### src/rtl/serial_addsub_pkg.sv
// ============================================================================
// Module   : serial_addsub_pkg
// Purpose  : Shared state encoding and sizing helpers for serial_addsub.
// Revision : 1.0 - initial release
// ============================================================================
`default_nettype none

package serial_addsub_pkg;

  typedef enum logic [0:0] {
    IDLE = 1'b0,
    RUN  = 1'b1
  } state_t;

  // Bit-counter width; WIDTH is at least 2, so this is never zero.
  function automatic int cnt_width(input int width);
    return (width > 1) ? $clog2(width) : 1;
  endfunction

endpackage

`default_nettype wire

### src/rtl/serial_addsub_fa_cell.sv
// ============================================================================
// Module   : fa_cell
// Purpose  : Single-bit full adder used as the arithmetic core of serial_addsub.
// Revision : 1.0 - initial release
// ============================================================================
`default_nettype none

module fa_cell (
  input  logic a,
  input  logic b,
  input  logic cin,
  output logic sum,
  output logic cout
);

  logic w_p;

  assign w_p  = a ^ b;
  assign sum  = w_p ^ cin;
  assign cout = (a & b) | (cin & w_p);

endmodule

`default_nettype wire

### src/rtl/serial_addsub.sv
// ============================================================================
// Module   : serial_addsub
// Purpose  : Bit-serial WIDTH-bit adder/subtractor, LSB first, one bit per clk.
// Revision : 1.0 - initial release
// ============================================================================
`default_nettype none

module serial_addsub
  import serial_addsub_pkg::*;
#(
  parameter int WIDTH = 8
) (
  input  logic             clk,
  input  logic             rst,
  input  logic             start,
  input  logic             sub,
  input  logic [WIDTH-1:0] a,
  input  logic [WIDTH-1:0] b,
  output logic             busy,
  output logic             done,
  output logic [WIDTH-1:0] result,
  output logic             cout,
  output logic             overflow
);

  localparam int             c_CW   = cnt_width(WIDTH);
  localparam logic [c_CW-1:0] c_LAST = c_CW'(WIDTH - 1);

  state_t            r_state;
  state_t            w_state_nxt;
  logic              w_load;
  logic              w_step;
  logic              w_last;
  logic [WIDTH-1:0]  r_a;
  logic [WIDTH-1:0]  r_b;
  logic              r_carry;
  logic [c_CW-1:0]   r_cnt;
  logic              w_sum;
  logic              w_co;

  fa_cell u_fa (
    .a    (r_a[0]),
    .b    (r_b[0]),
    .cin  (r_carry),
    .sum  (w_sum),
    .cout (w_co)
  );

  always_ff @(posedge clk) begin
    if (rst) begin
      r_state <= IDLE;
    end else begin
      r_state <= w_state_nxt;
    end
  end

  always_comb begin
    w_state_nxt = r_state;
    w_load      = 1'b0;
    w_step      = 1'b0;
    w_last      = 1'b0;
    case (r_state)
      IDLE: begin
        if (start) begin
          w_load      = 1'b1;
          w_state_nxt = RUN;
        end
      end
      RUN: begin
        w_step = 1'b1;
        if (r_cnt == c_LAST) begin
          w_last      = 1'b1;
          w_state_nxt = IDLE;
        end
      end
      default: w_state_nxt = IDLE;
    endcase
  end

  // Subtraction is a + ~b + 1: B is inverted on load and the +1 rides in on the carry.
  always_ff @(posedge clk) begin
    if (rst) begin
      r_a      <= '0;
      r_b      <= '0;
      r_carry  <= 1'b0;
      r_cnt    <= '0;
      busy     <= 1'b0;
      done     <= 1'b0;
      result   <= '0;
      cout     <= 1'b0;
      overflow <= 1'b0;
    end else begin
      done <= 1'b0;
      if (w_load) begin
        r_a     <= a;
        r_b     <= sub ? ~b : b;
        r_carry <= sub;
        r_cnt   <= '0;
        busy    <= 1'b1;
      end else if (w_step) begin
        r_a     <= r_a >> 1;
        r_b     <= r_b >> 1;
        result  <= {w_sum, result[WIDTH-1:1]};
        r_carry <= w_co;
        r_cnt   <= r_cnt + c_CW'(1);
        if (w_last) begin
          cout     <= w_co;
          overflow <= r_carry ^ w_co;
          done     <= 1'b1;
          busy     <= 1'b0;
        end
      end
    end
  end

endmodule

`default_nettype wire

### config.mk
export PLATFORM = sky130hd
export DESIGN_NAME = serial_addsub
export DESIGN_NICKNAME = d
export VERILOG_FILES = /design/src/rtl/serial_addsub_pkg.sv /design/src/rtl/serial_addsub_fa_cell.sv /design/src/rtl/serial_addsub.sv
export SDC_FILE = /design/constraint.sdc
export NUM_CORES = 1
export LEC_CHECK = 0
export CORE_MARGIN = 5
export CORE_UTILIZATION = 54
export DETAILED_ROUTE_END_ITERATION = 6
export PLACE_DENSITY_LB_ADDON = 0.12
export SYNTH_ARGS = -nofsm -noshare
export SYNTH_HDL_FRONTEND = slang
export SYNTH_SLANG_ARGS = --single-unit
### constraint.sdc
create_clock -name clk -period 2.13 [get_ports clk]
set_input_delay 0.5325 -clock clk [delete_from_list [all_inputs] [get_ports clk]]
set_output_delay 0.5325 -clock clk [all_outputs]
set_load 0.05 [all_outputs]
==> run metrics <==
Worst Hold Class=flop to flop; Syn Std Cell Area=1560 µm²; top-area cell type share of the netlist area=0.423; R2R cell count=3; diode count=0; syn_nets=169; Setup Viol. Count Final=0; top cells by area, synth=dfxtp_1, mux2i_1, o221ai_2; Remaining Overflow, GRT=0; synth unique cells=27; Num CTS Buffers=5; Post-synth ARST share=0; clk sinks=33; Tot GR Track Use=0.154; Clk Latency, worst-skew pair=0.32 ns; Synth area leader=dfxtp_1; status=finished, final reports clean; Final TNS setup=0 ns; global-route wire length before repair=5040 µm; Power Total=1.23 mW; CP max FO=3; Max Slew Vio Count=0; reg-to-reg endpoint=r_a[1]$_SDFFE_PP0P_; WP buf/inv=1; largest net degree at the start of global routing=32; worst stage delay on the critical path=0.81 ns; Leak=0.713 nW; dpl hpwl=2100 µm; Hold Crit Start=busy$_SDFFE_PP0P_; syn_area_per_cell=10.7 µm²; Hold Path Sink=busy$_SDFFE_PP0P_; Final Core Density=0.699; synthesized flop and latch total=33; Setup crit start kind=flop; CTS root buf=clkbuf_4; pwr/cell area=639 nW/µm²; routability cong.=0.755; maximum clock insertion buffer count=2; Post-synth top cells=dfxtp_1, mux2i_1, nor2_1; initial drt markers=49; critical path's slowest cell=clkdlybuf4s50_1; worst-path cell chain=clkdlybuf4s50_1; Initial Util=0.566; vias per cell=5.51; Port Buffers=31; drt first pass iters=4; Worst Tran Pin Value=0.505 ns; Final Cycle Share=0.955; Worst EP required=1.60 ns; WHS Path Cells=2; Post-CTS Resized=0; reg2reg start=r_state$_SDFF_PP0_; Seq/Total Area, Yosys=0.423; core area=2760 µm²; Worst Setup End Kind=primary output; placement row count=19; Slew headroom=0.662; R2R Setup Slk=0.68 ns; family with the most delay on the worst path=buffers and inverters; Post-synth EDFFs=0; critical path class=flop to primary output; die area=4060 µm²; Final nets=201; min Tclk post-route=2.03 ns; filler instances=227; RSZ-0062 raised after global routing=false; proportion of layout cells with a drive suffix above 1=0.124; Syn Inst Count=146; vias in the first global route=1,168; Hold Vio Cnt, Final=0; Vias=1,152; TritonCTS clock tree=yes; Area Overhead vs Synth=23.6%; Boundary Pins=32; skew final=0.0109 ns; Post-CTS Setup Repair Bufs=0; initial antenna violation count=0; drt total wl=2850 µm; Clk pin slew, worst setup/hold paths=0.10 ns; cell with the most instances after synthesis=dfxtp_1; yosys warns=0; DRC viols=0; antenna viol nets, final=0; Arr. time, crit path=1.50 ns; Die Span Y=63.8 µm; cts hold-fix bufs=0; MaxCap Viol Count=0; H-tree levels=2; Die Wd=63.8 µm; worst IR drop on VDD=0.541 mV; f_max=492 MHz; ys flop type=dfxtp_1; DR WL/cell=13.6 µm
[worst max-delay path by stage]
stage / start / end / slack (ns) / cells after the start
after floorplan: rst / r_b[3]$_SDFFE_PP0P_ / 0.83 / 3
after global placement: start / r_b[3]$_SDFFE_PP0P_ / 0.25 / 4
after detailed placement: rst / r_b[4]$_SDFFE_PP0P_ / 0.24 / 4
after CTS: result[7]$_SDFFE_PP0P_ / result[7] / 0.07 / 1
after global routing: result[7]$_SDFFE_PP0P_ / result[7] / 0.03 / 1
final: result[5]$_SDFFE_PP0P_ / result[5] / 0.1 / 1
[layer usage]
layer  GRT usage  wire, µm
met5           0         0
met4      0.0545        45
met3      0.0630       190
met2       0.258      1350
met1       0.175      1260
[cell families (layout without fill, tap and decap cells)]
family                     count (synthesis)  after routing  share of synthesized area
DFF                                       33             33                      0.423
AOI/OAI and AO/OA                         25             25                      0.152
adders and majority gates                  3              3                     0.0289
xor gates and xnor gates                   9              9                     0.0505
buffers and inverters                     14             46                     0.0674
muxes                                     17             17                      0.109
and+or+nand+nor                           45             45                      0.169
[state kept, by name, summed over array words and instances, names as in the netlist]
name and flops:
r_a 8, r_b 8, result 8, r_cnt 3
busy 1, cout 1, done 1, overflow 1
r_carry 1, r_state 1
[per-stage QoR]
stage               hold WS (ns)  worst slack (ns)  cells  instance area [µm²]
global placement           0.470             0.248    202                 1870
detailed placement         0.489             0.238    202                 1870
global route               0.545            0.0288    209                 1930
floorplan                  0.486             0.827    146                 1560
CTS                        0.504            0.0693    209                 1930
finish                     0.502            0.0961    209                 1930
[final cells by class]
| class | count | area (µm²) | area share |
|---|---|---|---|
| Clock buffer | 7 | 55.1 | 0.0286 |
| Inverter | 1 | 3.75 | 0.00195 |
| Multi-Input combinational cell | 99 | 795 | 0.412 |
| Sequential cell | 33 | 661 | 0.343 |
| Tap cell | 31 | 38.8 | 0.0201 |
| Timing Repair Buffer | 38 | 375 | 0.195 |
[where the power goes]
| part | internal [mW] | switching (mW) | leakage, nW | total [mW] |
|---|---|---|---|---|
| combinational | 0.109 | 0.100 | 0.411 | 0.210 |
| clock | 0.156 | 0.191 | 0.0314 | 0.347 |
| sequential | 0.650 | 0.0248 | 0.270 | 0.675 |
[layout by cell type, fill, tap and decap left out]
master and n:
dfxtp_1 33, clkdlybuf4s50_1 31, mux2i_1 17, nor2_1 11, nand2_1 10, xnor2_1 9
nor2b_1 8, a211oi_1 8, or4b_1 7, o221ai_2 7, a21oi_1 6, buf_4 6
clkbuf_4 5, or3b_1 4, nand2b_1 2, ha_1 2, inv_1 1, nor3b_1 1
o21bai_1 1, nand3_1 1, a21bo_2 1, a311oi_1 1, nor3_1 1, a2111oi_2 1
fa_1 1, clkbuf_8 1, clkbuf_1 1, buf_12 1
No activity file was read; power rests on OpenSTA's default activity.
